### src/rtl/ex_muldiv_unit_pkg.sv
// Shared definitions for the EX-stage RV32M multiply/divide engine:
// funct3 encodings, FSM state type and iteration count.
package ex_muldiv_unit_pkg;

    localparam logic [2:0] MULDIV_OP_MUL    = 3'd0;
    localparam logic [2:0] MULDIV_OP_MULH   = 3'd1;
    localparam logic [2:0] MULDIV_OP_MULHSU = 3'd2;
    localparam logic [2:0] MULDIV_OP_MULHU  = 3'd3;
    localparam logic [2:0] MULDIV_OP_DIV    = 3'd4;
    localparam logic [2:0] MULDIV_OP_DIVU   = 3'd5;
    localparam logic [2:0] MULDIV_OP_REM    = 3'd6;
    localparam logic [2:0] MULDIV_OP_REMU   = 3'd7;

    localparam int DIV_ITERS = 32;

    typedef enum logic [2:0] {
        IDLE = 3'd0,
        MUL  = 3'd1,
        DIV  = 3'd2,
        FIX  = 3'd3,
        DONE = 3'd4
    } muldiv_state_t;

    // Two's-complement negate when neg is set; used for |x| and sign restore.
    function automatic logic [31:0] neg_if(input logic [31:0] v, input logic neg);
        return neg ? (32'd0 - v) : v;
    endfunction

endpackage

### src/rtl/ex_muldiv_unit_if.sv
// EX-stage <-> muldiv engine signal bundle; the engine side uses the slave modport.
interface ex_muldiv_unit_if;
    import ex_muldiv_unit_pkg::*;

    // valid_i is held by EX for the whole op; stall_o freezes the front end until
    // done_o, and the result is consumed in the cycle done_o is high and hold_i is low.
    logic          valid_i;
    logic [2:0]    op_i;
    logic [31:0]   rs1_i;
    logic [31:0]   rs2_i;
    logic          flush_i;
    logic          hold_i;
    logic          stall_o;
    logic          done_o;
    logic [31:0]   result_o;
    logic          busy_o;
    muldiv_state_t state_o;

    modport master (
        output valid_i, op_i, rs1_i, rs2_i, flush_i, hold_i,
        input  stall_o, done_o, result_o, busy_o, state_o
    );

    modport slave (
        input  valid_i, op_i, rs1_i, rs2_i, flush_i, hold_i,
        output stall_o, done_o, result_o, busy_o, state_o
    );

endinterface

### src/rtl/ex_muldiv_unit_div_step.sv
// One combinational restoring-division iteration: shift the next dividend bit
// into the partial remainder and subtract the divisor when it fits.
module muldiv_div_step #(
    parameter int W = 32
) (
    input  logic [W-1:0] rem,
    input  logic [W-1:0] quo,
    input  logic [W-1:0] divisor,
    output logic [W-1:0] rem_next,
    output logic [W-1:0] quo_next
);

    logic [W:0]   rem_sh;
    logic [W-1:0] diff;
    logic         borrow;

    // quo carries the unconsumed dividend bits in its upper part and collects
    // quotient bits from the bottom as they are produced.
    assign rem_sh   = {rem, quo[W-1]};
    assign borrow   = rem_sh < {1'b0, divisor};
    assign diff     = rem_sh[W-1:0] - divisor;
    assign rem_next = borrow ? rem_sh[W-1:0] : diff;
    assign quo_next = {quo[W-2:0], ~borrow};

endmodule

### src/rtl/ex_muldiv_unit.sv
// Multi-cycle RV32M multiply/divide engine living in EX; stalls the front end
// until the result is ready and presents it for one (or more, under hold) cycle.
module ex_muldiv_unit
    import ex_muldiv_unit_pkg::*;
#(
    parameter int XLEN         = 32,
    parameter bit FAST_SPECIAL = 1'b1
) (
    input  logic             clk,
    input  logic             rst_n,
    ex_muldiv_unit_if.slave  bus
);

    muldiv_state_t   state_q, state_d;
    logic [2:0]      op_q;
    logic [XLEN-1:0] a_q, b_q, rem_q, result_q;
    logic [4:0]      cnt_q;
    logic            s1_q, s2_q, bz_q;

    logic            accept, rs2_zero, div_ovf, special;
    logic            s1_in, s2_in;
    logic [XLEN-1:0] special_res;
    logic [XLEN-1:0] rem_next, quo_next;

    logic signed [32:0] a33, b33;
    logic signed [63:0] prod;
    logic [XLEN-1:0]    mul_res;

    assign accept   = (state_q == IDLE) && bus.valid_i && !bus.flush_i;
    assign rs2_zero = (bus.rs2_i == '0);
    // Signed divides (DIV/REM) have funct3 bit 0 clear.
    assign s1_in    = ~bus.op_i[0] & bus.rs1_i[XLEN-1];
    assign s2_in    = ~bus.op_i[0] & bus.rs2_i[XLEN-1];
    assign div_ovf  = ~bus.op_i[0] && (bus.rs1_i == 32'h8000_0000) && (bus.rs2_i == 32'hFFFF_FFFF);
    assign special  = FAST_SPECIAL && bus.op_i[2] && (rs2_zero || div_ovf);

    always_comb begin
        special_res = '0;
        if (rs2_zero) special_res = bus.op_i[1] ? bus.rs1_i : '1;
        else          special_res = bus.op_i[1] ? '0 : 32'h8000_0000;
    end

    // MULH treats both operands as signed, MULHSU only rs1; MUL/MULHU zero-extend.
    assign a33     = {((op_q == MULDIV_OP_MULH) || (op_q == MULDIV_OP_MULHSU)) & a_q[XLEN-1], a_q};
    assign b33     = {(op_q == MULDIV_OP_MULH) & b_q[XLEN-1], b_q};
    assign prod    = 64'(a33) * 64'(b33);
    assign mul_res = (op_q == MULDIV_OP_MUL) ? prod[31:0] : prod[63:32];

    muldiv_div_step #(.W(XLEN)) u_div_step (
        .rem      (rem_q),
        .quo      (a_q),
        .divisor  (b_q),
        .rem_next (rem_next),
        .quo_next (quo_next)
    );

    always_ff @(posedge clk or negedge rst_n) begin
        if (!rst_n) state_q <= IDLE;
        else        state_q <= state_d;
    end

    always_comb begin
        state_d = state_q;
        if (bus.flush_i) begin
            state_d = IDLE;
        end else begin
            unique case (state_q)
                IDLE: if (bus.valid_i) state_d = !bus.op_i[2] ? MUL : (special ? DONE : DIV);
                MUL:  state_d = DONE;
                DIV:  if (cnt_q == 5'(DIV_ITERS - 1)) state_d = FIX;
                FIX:  state_d = DONE;
                DONE: if (!bus.hold_i) state_d = IDLE;
                default: state_d = IDLE;
            endcase
        end
    end

    always_comb begin
        bus.done_o  = (state_q == DONE);
        bus.busy_o  = (state_q != IDLE);
        bus.stall_o = bus.valid_i && (state_q != DONE) && !bus.flush_i;
    end

    assign bus.result_o = result_q;
    assign bus.state_o  = state_q;

    always_ff @(posedge clk or negedge rst_n) begin
        if (!rst_n) begin
            op_q     <= '0;
            a_q      <= '0;
            b_q      <= '0;
            rem_q    <= '0;
            result_q <= '0;
            cnt_q    <= '0;
            s1_q     <= 1'b0;
            s2_q     <= 1'b0;
            bz_q     <= 1'b0;
        end else if (accept) begin
            op_q <= bus.op_i;
            s1_q <= s1_in;
            s2_q <= s2_in;
            bz_q <= rs2_zero;
            if (!bus.op_i[2]) begin
                a_q <= bus.rs1_i;
                b_q <= bus.rs2_i;
            end else if (special) begin
                result_q <= special_res;
            end else begin
                a_q   <= neg_if(bus.rs1_i, s1_in);
                b_q   <= neg_if(bus.rs2_i, s2_in);
                rem_q <= '0;
                cnt_q <= '0;
            end
        end else if (!bus.flush_i) begin
            unique case (state_q)
                MUL: result_q <= mul_res;
                DIV: begin
                    a_q   <= quo_next;
                    rem_q <= rem_next;
                    cnt_q <= cnt_q + 5'd1;
                end
                // A zero divisor keeps the all-ones quotient regardless of dividend sign.
                FIX: result_q <= op_q[1] ? neg_if(rem_q, s1_q)
                                         : neg_if(a_q, (s1_q ^ s2_q) & ~bz_q);
                default: ;
            endcase
        end
    end

endmodule

### src/flat_wrapper.sv
// flat-port wrapper written by rule: the top's interface ports become plain ports
module ex_muldiv_unit_flat import ex_muldiv_unit_pkg::*;
#(
    parameter int XLEN         = 32,
    parameter bit FAST_SPECIAL = 1'b1
)
  (clk, rst_n, bus_valid_i, bus_op_i, bus_rs1_i, bus_rs2_i, bus_flush_i, bus_hold_i, bus_stall_o, bus_done_o, bus_result_o, bus_busy_o, bus_state_o);
  ex_muldiv_unit_if bus_i ();
  input  logic clk;
  input  logic rst_n;
  input wire logic [$bits(bus_i.valid_i)-1:0] bus_valid_i;
  input wire logic [$bits(bus_i.op_i)-1:0] bus_op_i;
  input wire logic [$bits(bus_i.rs1_i)-1:0] bus_rs1_i;
  input wire logic [$bits(bus_i.rs2_i)-1:0] bus_rs2_i;
  input wire logic [$bits(bus_i.flush_i)-1:0] bus_flush_i;
  input wire logic [$bits(bus_i.hold_i)-1:0] bus_hold_i;
  output wire logic [$bits(bus_i.stall_o)-1:0] bus_stall_o;
  output wire logic [$bits(bus_i.done_o)-1:0] bus_done_o;
  output wire logic [$bits(bus_i.result_o)-1:0] bus_result_o;
  output wire logic [$bits(bus_i.busy_o)-1:0] bus_busy_o;
  output wire logic [$bits(bus_i.state_o)-1:0] bus_state_o;
  assign bus_i.valid_i = bus_valid_i;
  assign bus_i.op_i = bus_op_i;
  assign bus_i.rs1_i = bus_rs1_i;
  assign bus_i.rs2_i = bus_rs2_i;
  assign bus_i.flush_i = bus_flush_i;
  assign bus_i.hold_i = bus_hold_i;
  assign bus_stall_o = bus_i.stall_o;
  assign bus_done_o = bus_i.done_o;
  assign bus_result_o = bus_i.result_o;
  assign bus_busy_o = bus_i.busy_o;
  assign bus_state_o = bus_i.state_o;
  ex_muldiv_unit #(.XLEN(XLEN), .FAST_SPECIAL(FAST_SPECIAL)) u_core (.clk(clk), .rst_n(rst_n), .bus(bus_i));
endmodule
### config.mk
export PLATFORM = sky130hd
export DESIGN_NAME = ex_muldiv_unit_flat
export DESIGN_NICKNAME = d
export VERILOG_FILES = /design/src/rtl/ex_muldiv_unit_pkg.sv /design/src/rtl/ex_muldiv_unit_if.sv /design/src/rtl/ex_muldiv_unit_div_step.sv /design/src/rtl/ex_muldiv_unit.sv /design/src/flat_wrapper.sv
export SDC_FILE = /design/constraint.sdc
export NUM_CORES = 2
export LEC_CHECK = 0
export BUFFER_PORTS_ARGS = -buffer_cell sky130_fd_sc_hd__buf_2
export CAP_MARGIN = 20
export CORE_ASPECT_RATIO = 0.6
export CORE_MARGIN = 10
export CORE_UTILIZATION = 40
export CTS_CLUSTER_SIZE = 40
export DETAILED_ROUTE_END_ITERATION = 10
export PLACE_DENSITY_LB_ADDON = 0.12
export SYNTH_ARGS = -nofsm -noshare
export SYNTH_HDL_FRONTEND = slang
export SYNTH_HIERARCHICAL = 1
export SYNTH_SLANG_ARGS = --single-unit
### constraint.sdc
create_clock -name clk -period 13.2 [get_ports clk]
set_input_delay 3.3 -clock clk [delete_from_list [all_inputs] [get_ports clk]]
set_output_delay 3.3 -clock clk [all_outputs]
set_load 0.03 [all_outputs]
==> flow_summary.yaml <==
status:
  status: "finished clean"
sta:
  rsz0062_at_grt: "false"
  final_hold_viol_count: 0
  fin_setup_tns_ns: 0
  slew_violations: 0
  setup_viol: 0
  finalClockSkew_ns: 0.0251
  fmax_mhz: 97.7
  fin_crit_ns: 10.24
  slew_headroom_pct: 19.5
  post-route-period-util_pct: 77.5
  worst_pin_slew_ns: 1.18
clock_tree:
  cts_sinks: 142
  clkLatencyLatePin_ns: 0.52
  cts_buffers: 25
  clock-root-buffer: "clkbuf_16"
  htree_levels: 4
  cts-hold-fix-buffers: 0
  cts_tree: "built"
  cts_setup_buffers: 0
  cts.path.max_buffers: 3
  clkSlewWorstSetupHoldPaths_ns: 0.07
  cts_resized: 0
final_layout:
  fill_cells: 12600
  nets: 7132
  syn2layout_area_growth_pct: 5.12
  drive_gt1_share_pct: 5.70
detailed_routing:
  drt_first_pass_iters: 6
  drt_wl_total_mm: 181
  vias: 39800
  wire_per_inst_um: 24.5
  vias_per_cell: 5.40
  ant_nets: 0
  drt_iter0_drc: 3911
  drcViolationCount: 0
worst_setup_path:
  cp-end-kind: "flip-flop"
  cp_max_fo: 31
  arrival_ns: 10.62
  crit_required_ns: 13.59
  crit_type: "flip-flop to flip-flop"
  start_kind: "flip-flop"
  reg2reg_slack_ns: 2.96
  ff2ff_path_depth: 25
die:
  die_area_um2: 141000
  start_util_pct: 40.4
  rows: 100
  coreArea_um2: 124000
  pin_count: 110
  die_w_um: 478
  die-height_um: 295
global_routing:
  grt_overflow: 0
  grt_pass1_wl_mm: 274
  grt_max_degree: 83
  grt_pass1_vias: 40600
  track_usage_pct: 25.9
  antenna_found_initial: 10
placement:
  gp_congestion: 0.964
  dp_hpwl_mm: 144
  numPortBuffers: 109
yosys:
  synthCells: 5825
  ys_ff_latch: 142
  ys.flop_type: "dfrtp_1"
  avgSynthCellArea_um2: 8.64
  synth_edf_count: 0
  async_reset_ff_share_pct: 100
  seq_area_frac_synth_pct: 7.06
  yosysWarnings: 6
  synth_nets: 7274
  synth.distinct_cells: 95
  synth_area_um2: 50300
flow_run:
  cap_violations: 0
hold_path:
  min_path_type: "flip-flop to flip-flop"
  hold_path_depth: 2
==> state kept, by name, indices dropped and copies added (netlist names), 3 cells and up <==
register,flops
u_core/a_q,32
u_core/b_q,32
u_core/bus.result_o,32
u_core/rem_q,32
u_core/cnt_q,5
u_core/bus.state_o,3
u_core/op_q,3
==> worst paths after layout <==
path	startpoint	to
max reg2reg	u_core/a_q[31]$_DFFE_PN0P_	u_core/bus.result_o[20]$_DFFE_PN0P_
min reg2reg	u_core/a_q[13]$_DFFE_PN0P_	u_core/a_q[13]$_DFFE_PN0P_
min	u_core/a_q[13]$_DFFE_PN0P_	u_core/a_q[13]$_DFFE_PN0P_
min in group asynchronous	rst_n	u_core/bus.state_o[0]$_DFFE_PN0P_
max in group asynchronous	rst_n	u_core/b_q[27]$_DFFE_PN0P_
max	u_core/a_q[31]$_DFFE_PN0P_	u_core/bus.result_o[20]$_DFFE_PN0P_
==> cell families (layout without fill, tap and decap cells) <==
| family | after synthesis | count (layout) | share of synthesized area, % |
|---|---|---|---|
| DFF | 142 | 142 | 7.06 |
| AOI/OAI and AO/OA | 703 | 703 | 8.93 |
| xor gates and xnor gates | 206 | 206 | 3.58 |
| other | 0 | 4 | 0 |
| buffers and inverters | 1628 | 1492 | 12.6 |
| and+or+nand+nor | 1738 | 1738 | 16.0 |
| adders and majority gates | 1377 | 1377 | 51.0 |
| muxes | 31 | 31 | 0.783 |
==> synth_stat cells (21+ instances only) <==
library cell	instances	area [um^2]
xor2_1	87	762
nand3_1	24	120
buf_1	26	97.6
a22o_1	33	289
dfrtp_1	142	3550
buf_4	34	255
and2_1	313	1960
a31oi_1	21	131
nor3_1	57	285
nor4_1	24	150
inv_1	1236	4640
nor2b_1	41	257
o21ai_0	152	761
o211ai_1	25	188
a21o_1	39	293
fa_1	1126	22500
nand2_1	935	3510
or3_1	21	131
o31ai_1	39	293
nor2_1	203	762
a21oi_1	231	1160
ha_1	251	3140
nand4_1	36	225
clkbuf_1	311	1170
xnor2_1	119	1040
==> per-layer routing <==
metal  share of wire [%]  vias up  GRT usage (%)
met5                   0        -              0
met4                 1.3        0           3.28
met3                 9.7      144           5.43
met2                  39     1654           35.6
met1                  50    20800           41.8
li1                    -    17300              -
==> cell type report <==
| type | instances | area [um^2] | area share, % |
|---|---|---|---|
| diodes | 4 | 10.0 | 0.0189 |
| clock buffers | 30 | 664 | 1.26 |
| clock inverters | 3 | 65.1 | 0.123 |
| inverters | 1238 | 4650 | 8.79 |
| multi-input cells | 4055 | 40400 | 76.4 |
| flip-flops and latches | 142 | 3560 | 6.73 |
| well taps | 1683 | 2110 | 3.98 |
| repair buffers | 221 | 1410 | 2.67 |
==> through the flow <==
step	worst slack [ns]	util (%)	instance area [um^2]	cells	hold WS, ns
2_1_floorplan	4.72	-	50300	5825	0.461
3_3_place_gp	3.01	41.9	52100	7335	0.471
3_5_place_dp	3.16	41.9	52100	7336	0.477
4_1_cts	3.15	42.5	52900	7369	0.492
5_1_grt	2.45	42.5	52900	7373	0.539
6_report	2.96	42.5	52900	7376	0.487
==> worst max-delay path: stages, from the launching register on <==
cell,delay (ns)
dfrtp_1,0.60
nor3b_2,0.24
buf_4,0.39
nand2_1,0.23
fa_1,0.60
fa_1,0.50
inv_1,0.07
fa_1,0.80
inv_1,0.33
fa_1,0.68
inv_1,0.49
fa_1,0.55
fa_1,0.51
fa_1,0.54
inv_1,0.06
fa_1,0.47
inv_1,0.04
ha_1,0.45
and2_1,0.27
nand2_1,0.14
nor4_1,0.51
inv_1,0.13
o41ai_1,0.69
xor2_1,0.18
a21oi_1,0.46
o21ai_0,0.16
==> cell usage in the layout (no fill, tap or decap), drive strengths merged, types with 13 or more instances in the layout <==
cell type | Yosys | layout
a21oi | 232 | 232
o21ai | 170 | 170
o211ai | 25 | 25
nand2 | 935 | 935
mux2 | 25 | 25
or4 | 19 | 19
nor4 | 25 | 25
nor2 | 205 | 205
xnor2 | 119 | 119
a22o | 33 | 33
xor2 | 87 | 87
nand3 | 24 | 24
dfrtp | 142 | 142
fa | 1126 | 1126
nor2b | 41 | 41
or3 | 21 | 21
inv | 1238 | 1238
ha | 251 | 251
nand4 | 36 | 36
and2 | 313 | 313
buf | 79 | 220
o31ai | 40 | 40
o21a | 16 | 16
a31oi | 21 | 21
a21o | 39 | 39
clkbuf | 311 | 31
o41ai | 16 | 16
a211oi | 17 | 17
o21bai | 13 | 13
nor3 | 61 | 61
Power is left out: the tool's default activity adds up to more than one toggle a clock period on the data nets, which glitch-free logic cannot reach.
